$ cat src/rtl/hazard_ctrl.sv
// hazard_ctrl: load-use / branch-operand hazard FSM with cache freeze.
// Optional cycle counters enabled by HAZARD_PERF_CNT_EN.
module hazard_ctrl #(
  parameter int REG_AW        = 5,
  parameter int BR_LOAD_STALL = 2,
  parameter int FLUSH_CYCLES  = 1,
  parameter int CNT_W         = 32
) (
  input  logic              clk,
  input  logic              rst,
  input  logic [REG_AW-1:0] id_rs1,
  input  logic [REG_AW-1:0] id_rs2,
  input  logic              id_rs1_used,
  input  logic              id_rs2_used,
  input  logic              id_is_branch,
  input  logic [REG_AW-1:0] ex_rd,
  input  logic              ex_regwrite,
  input  logic              ex_memread,
  input  logic [REG_AW-1:0] mem_rd,
  input  logic              mem_memread,
  input  logic              redirect,
  input  logic              icache_stall,
  input  logic              dcache_stall,
  output logic              pc_we,
  output logic              ifid_we,
  output logic              ifid_flush,
  output logic              idex_bubble,
  output logic              pipe_freeze,
  output logic [1:0]        hz_state,
  output logic [CNT_W-1:0]  perf_stall,
  output logic [CNT_W-1:0]  perf_flush,
  output logic [CNT_W-1:0]  perf_freeze
);

  typedef enum logic [1:0] {
    RUN   = 2'd0,
    STALL = 2'd1,
    FLUSH = 2'd2
  } st_e;

  localparam logic [1:0] BRL   = 2'(BR_LOAD_STALL);
  localparam logic [1:0] FC_M1 = 2'(FLUSH_CYCLES - 1);

  st_e        state_q, state_d;
  logic [1:0] cnt_q, cnt_d;
  logic [1:0] dem;
  logic       m_ex, m_mem, freeze;

  assign freeze   = icache_stall | dcache_stall;
  assign hz_state = state_q;

  // Operand matching and stall demand (largest active term wins)
  always_comb begin
    m_ex  = (ex_rd != '0) &&
            ((ex_rd == id_rs1 && id_rs1_used) ||
             (ex_rd == id_rs2 && id_rs2_used));
    m_mem = (mem_rd != '0) &&
            ((mem_rd == id_rs1 && id_rs1_used) ||
             (mem_rd == id_rs2 && id_rs2_used));
    dem = 2'd0;
    if (ex_memread && m_ex)
      dem = 2'd1;
    if (id_is_branch && ex_regwrite && !ex_memread && m_ex)
      dem = 2'd1;
    if (id_is_branch && mem_memread && m_mem)
      dem = 2'd1;
    if (id_is_branch && ex_memread && m_ex)
      dem = BRL;
  end

  // State and down-counter register
  always_ff @(posedge clk) begin
    if (rst) begin
      state_q <= RUN;
      cnt_q   <= 2'd0;
    end else begin
      state_q <= state_d;
      cnt_q   <= cnt_d;
    end
  end

  // Next-state logic; a freeze holds state and counter
  always_comb begin
    state_d = state_q;
    cnt_d   = cnt_q;
    if (!freeze) begin
      unique case (state_q)
        RUN: begin
          if (dem > 2'd1) begin
            state_d = STALL;
            cnt_d   = dem - 2'd1;
          end else if (dem == 2'd0 && redirect && FLUSH_CYCLES > 1) begin
            state_d = FLUSH;
            cnt_d   = FC_M1;
          end
        end
        STALL: begin
          if (cnt_q == 2'd1) begin
            state_d = RUN;
            cnt_d   = 2'd0;
          end else begin
            cnt_d = cnt_q - 2'd1;
          end
        end
        FLUSH: begin
          if (redirect) begin
            cnt_d = FC_M1;
          end else if (cnt_q == 2'd1) begin
            state_d = RUN;
            cnt_d   = 2'd0;
          end else begin
            cnt_d = cnt_q - 2'd1;
          end
        end
        default: begin
          state_d = RUN;
          cnt_d   = 2'd0;
        end
      endcase
    end
  end

  // Control outputs: reset, freeze, stall, flush, normal in that order
  always_comb begin
    pc_we       = 1'b1;
    ifid_we     = 1'b1;
    ifid_flush  = 1'b0;
    idex_bubble = 1'b0;
    pipe_freeze = 1'b0;
    if (rst) begin
      pc_we       = 1'b0;
      ifid_we     = 1'b0;
      ifid_flush  = 1'b1;
      idex_bubble = 1'b1;
    end else if (freeze) begin
      pc_we       = 1'b0;
      ifid_we     = 1'b0;
      pipe_freeze = 1'b1;
    end else if ((state_q == RUN && dem != 2'd0) ||
                 state_q == STALL) begin
      pc_we       = 1'b0;
      ifid_we     = 1'b0;
      idex_bubble = 1'b1;
    end else if (redirect || state_q == FLUSH) begin
      ifid_flush = 1'b1;
    end
  end

`ifdef HAZARD_PERF_CNT_EN
  logic [CNT_W-1:0] perf_stall_q, perf_stall_d;
  logic [CNT_W-1:0] perf_flush_q, perf_flush_d;
  logic [CNT_W-1:0] perf_freeze_q, perf_freeze_d;

  // Saturating cycle counters
  always_comb begin
    perf_stall_d  = perf_stall_q;
    perf_flush_d  = perf_flush_q;
    perf_freeze_d = perf_freeze_q;
    if (idex_bubble && !(&perf_stall_q))
      perf_stall_d = perf_stall_q + 1'b1;
    if (ifid_flush && !(&perf_flush_q))
      perf_flush_d = perf_flush_q + 1'b1;
    if (pipe_freeze && !(&perf_freeze_q))
      perf_freeze_d = perf_freeze_q + 1'b1;
  end

  // Counter registers
  always_ff @(posedge clk) begin
    if (rst) begin
      perf_stall_q  <= '0;
      perf_flush_q  <= '0;
      perf_freeze_q <= '0;
    end else begin
      perf_stall_q  <= perf_stall_d;
      perf_flush_q  <= perf_flush_d;
      perf_freeze_q <= perf_freeze_d;
    end
  end

  assign perf_stall  = perf_stall_q;
  assign perf_flush  = perf_flush_q;
  assign perf_freeze = perf_freeze_q;
`else
  assign perf_stall  = '0;
  assign perf_flush  = '0;
  assign perf_freeze = '0;
`endif

endmodule

$ cat config.mk
export PLATFORM = sky130hd
export DESIGN_NAME = hazard_ctrl
export DESIGN_NICKNAME = d
export VERILOG_FILES = /design/src/rtl/hazard_ctrl.sv
export SDC_FILE = /design/constraint.sdc
export NUM_CORES = 1
export LEC_CHECK = 0
export ABC_AREA = 0
export CORE_UTILIZATION = 31
export CTS_BUF_LIST = sky130_fd_sc_hd__clkbuf_8 sky130_fd_sc_hd__clkbuf_16
export DETAILED_ROUTE_END_ITERATION = 7
export PLACE_DENSITY = 0.88
export SKIP_CTS_REPAIR_TIMING = 1
export SYNTH_ARGS = -nofsm -noshare
export SYNTH_HDL_FRONTEND = slang
export SYNTH_SLANG_ARGS = --single-unit
$ cat constraint.sdc
create_clock -name clk -period 2.93 [get_ports clk]
set_input_delay 0.4395 -clock clk [delete_from_list [all_inputs] [get_ports clk]]
set_output_delay 0.4395 -clock clk [all_outputs]
set_load 0.1 [all_outputs]
# After elaboration in Yosys (flattened, before gate mapping)
# Cells that the tools add are included.
# word_totals
inputBits	31
output_inout_bits	103
word_cells	66
ff_bits	4
# classes
addsub	2
reduce_logical	26
order_cmp	1
n_mux	24
bitwise_logic	2
n_eq_ne	9
# op_table
op	n
equality test 5 bit	4
two-way mux 2 bit	9
logical AND 1 bit	15
two-way mux 1 bit	13
case mux 2 bit (3 select lines)	2
nonzero test 5 bit	2
equality test 2 x 1 -> 1 bit, second input constant	2
logical OR 1 bit	4
inequality test 2 bit, second input constant	2
subtractor 2 x 1 -> 2 bit, second input constant	2
AND reduction 3 bit	1
equality test 2 bit, second input constant	1
> comparator 2 x 1 -> 1 bit, second input constant	1
logical NOT 2 bit	1
AND reduction 2 bit	1
nonzero test 2 bit	1
logical NOT 1 bit	1
inverter 1 bit	1
OR 1 bit	1

# Logic depth before layout (Yosys ltp)
# depth
ltp_word	15
mapped_depth	6
depth_no_buf	5

# Least setup slack after synthesis
# Ideal clock, no wire load.
# synth_path
path_kind	input to output
from	in mem_rd[1]
to	out pc_we
path_slack_ns	-2.347
path_buffers	1
stages	5
required_ns	2.491
t_arrival_ns	4.838
cell_sequence	or4_1 -> o211ai_1 -> o21ai_0 -> nor4_1 -> buf_4
# synth_between
elab_chain_cells	13
word_cells_on_any_way	16
cone_classes	2 x eq/ne; 5 x mux; 9 x reduce/logical
# synth_lines
item	line_no	source
start: declaration	19	input logic [REG_AW-1:0] mem_rd,
equality test 5 bit, on equally long branches	58, 59	
logical AND 1 bit, on equally long branches	58, 59	
logical OR 1 bit	58	((mem_rd == id_rs1 && id_rs1_used) ||
logical AND 1 bit (*)	57	m_mem = (mem_rd != '0) &&
logical AND 1 bit (*)	65	if (id_is_branch && mem_memread && m_mem)
two-way mux 2 bit (*)	65	
two-way mux 2 bit (*)	67	if (id_is_branch && ex_memread && m_ex)
nonzero test 2 bit (*)	139	end else if ((state_q == RUN && dem != 2'd0) ||
logical AND 1 bit (*)	139	
logical OR 1 bit (*)	139	
two-way mux 1 bit (*) (3 in a row)	--	
end: declaration	24	output logic pc_we,
# Every way passes the cells marked *; elsewhere a longest branch is shown, timed or not.

# Worst setup path in the final report
# layout_path
from	in ex_rd[3]
to	out ifid_we
# layout_between
elab_chain_cells	15
word_cells_on_any_way	20
cone_classes	2 x eq/ne; 7 x mux; 11 x reduce/logical
# layout_lines
item	line_no	source
start: declaration	16	input logic [REG_AW-1:0] ex_rd,
equality test 5 bit, on equally long branches	55, 56	
logical AND 1 bit, on equally long branches	55, 56	
logical OR 1 bit	55	((ex_rd == id_rs1 && id_rs1_used) ||
logical AND 1 bit (*)	54	m_ex = (ex_rd != '0) &&
logical AND 1 bit	61	if (ex_memread && m_ex)
two-way mux 1 bit	61	
two-way mux 2 bit	63	if (id_is_branch && ex_regwrite && !ex_memread && m_ex)
two-way mux 2 bit	65	
two-way mux 2 bit (*)	67	
nonzero test 2 bit (*)	139	
logical AND 1 bit (*)	139	
logical OR 1 bit (*)	139	
two-way mux 1 bit (*)	139	
two-way mux 1 bit (*)	135	end else if (freeze) begin
two-way mux 1 bit (*)	130	if (rst) begin
end: declaration	25	output logic ifid_we,
# Marked as above.

==> impl_metrics.ini <==
[run_status]
status = complete, no violations

[global_routing]
grtUsageTotal_pct = 9.99
antenna_found_initial = 0
grt_max_degree = 6
grt_pass1_wl_mm = 3.04
gr-total-overflow = 0
grt_pass1_vias = 728

[hold_path]
hold_class = register to register

[logic_synthesis]
yosysTopAreaCellShare_pct = 60.2
yosysWarnings = 0
syn_avg_cell_area_um2 = 7.55
ys_seq_area_share_pct = 4.91
synth_edf_count = 0
synth_top_cells_by_count = buf_4, xor2_1
yosysMostFrequentCell = buf_4
synth_top_area_cell = buf_4
synth-main-ff-cell = dfxtp_1
postSynthCellCount = 162
synthArstFlopShare_pct = 0
synthTopCellsByArea = buf_4, xor2_1, dfxtp_1, xnor2_1, nor4_1
synth.ff_latch_count = 3
mappedNetlistArea_mm2 = 0.00122
synth_cell_type_count = 27

[timing]
report.final.hold_viol_count = 0
min_period_ns = 2.80
max_freq_mhz = 357
final_max_slew_viol_count = 0
fin_setup_tns_ns = 0
clock_skew_ns = 0.00110
setup_viol = 0
fin_ws_ns = 0.126
min_period_over_period_pct = 95.7

[place]
place_congestion = 0.836
postPlaceCellArea_mm2 = 0.00138
dpl.hpwl_mm = 2.05
io_buffer_count = 36
pre_cts_ws_ns = -0.0554

[die]
io-pin-count = 134
core_mm2 = 0.00372
initial_core_util_pct = 32.9
fp.dieW_um = 64.8
dieArea_mm2 = 0.00420
dieHeight_um = 64.8
fp-row-count = 22

[final_layout]
drive_gt1_share_pct = 12.1
fill_cells = 380
nets = 240
syn2layout_area_growth_pct = 18.2
fin_util_pct = 38.9
stdcell_area_mm2 = 0.00145
diodes = 0

[route]
drtIter0Drc = 44
wl_met2_mm = 1.24
dr.pass1.iters = 4
detail_route.vias_per_cell = 3.65
wl_per_cell_um = 9.04
maxUsedRoutingLayer = met4
ant_nets = 0
routed_wl_mm = 2.30
wl_met3_um = 286
wl_met1_um = 675
drc = 0
vias = 932

[clocking]
root_buffer = clkbuf_8
cts_sinks = 3
cts_tree = built
cts.htree.levels = 1
insertion_delay_ns = 0.22
cts_buffers = 3
clk_path_buf_depth = 2
clkSlewWorstSetupHoldPaths_ns = 0.03

[power]
ir_drop_v = 0.000338
finalPower_w = 0.000851
powerDensity_mw_per_mm2 = 589
cellLeakagePower_nw = 0.719

[setup_path]
critPathCaptureType = output port
cp_max_fo = 3
path_class = input port to output port
crit_arrival_ns = 2.36
setup.worst_path.start_class = input port
cp.required_ns = 2.49

[job]
maxCapViolations = 0
worst max-delay path, stage by stage:
cell             delay (ns)
clkdlybuf4s50_1        0.46
xor2_1                 0.21
nor4_2                 0.32
a32oi_2                0.19
nor3_2                 0.22
buf_4                  0.17
nor4_4                 0.03
buf_4                  0.16
buf_12                 0.16
report_power, final:
part | internal, W | leakage [nW] | switching (W)
sequential | 0.0000413 | 0.0242 | 0.000000157
clock | 0.0000894 | 0.0269 | 0.0000303
combinational | 0.0000740 | 0.668 | 0.000616
path summary, 6_finish.rpt:
| path | depth (start not counted) | startpoint | to | slack (ns) |
|---|---|---|---|---|
| worst max-delay path | 9 | ex_rd[3] | ifid_we | 0.13 |
| worst min-delay path | 2 | cnt_q[1] | cnt_q[1] | 0.51 |
| worst max register to register | 4 | cnt_q[1] | cnt_q[0] | 1.82 |
| worst min register to register | 2 | cnt_q[1] | cnt_q[1] | 0.51 |
final cells by class:
type	count	area, µm²	area share (%)
Sequential cell	3	60.1	4.16
Timing Repair Buffer	43	448	31.0
Inverter	4	15.0	1.04
Clock buffer	3	41.3	2.86
Tap cell	48	60.1	4.16
Multi-Input combinational cell	153	817	56.5
Clock inverter	1	3.75	0.260
cells by family after synthesis:
| kind of cell | Yosys count | synth area share, % |
|---|---|---|
| flip-flops | 3 | 4.91 |
| XOR/XNOR | 20 | 14.3 |
| AND/OR/NAND/NOR | 22 | 10.5 |
| AO/OA/AOI/OAI | 13 | 7.47 |
| adder cells (fa/ha/maj) | 1 | 1.02 |
| other | 1 | 0.307 |
| buffers and inverters | 102 | 61.4 |
cells in the final DEF (no fill, tap or decap):
master,n
nor4_4,1
o211ai_1,1
a32oi_2,1
nor2_2,1
o31ai_2,1
o21ai_2,1
nor2_1,1
conb_1,97
o311ai_0,1
a31oi_1,2
or4_1,3
clkdlybuf4s50_1,30
buf_4,9
nor4_2,2
a32oi_1,1
o21ai_0,2
inv_1,5
and2_1,2
a21oi_1,1
nand2_1,4
nand3_1,2
clkbuf_8,3
and3_1,1
xor2_1,16
nor3_2,1
buf_12,4
o41ai_1,1
xnor2_1,4
dfxtp_1,3
nor4_1,2
o31a_1,1
or2_2,1
ha_1,1
or3_1,1
metal layers:
layer	up-vias	GRT usage, %
li1	425	-
met1	409	9.10
met5	-	0
met4	0	8.33
met3	9	2.11
met2	89	18.6
per-stage QoR:
stage | hold slack, ns | std cells
after floorplan | 0.456 | 258
after global placement | 0.485 | 251
after detailed placement | 0.503 | 251
after CTS | 0.512 | 255
after global routing | 0.519 | 255
final | 0.511 | 255
state kept, by name, summed over array words and instances (netlist names):
name,flops
cnt_q,2
hz_state,1
(Power assumes the default switching activity.)
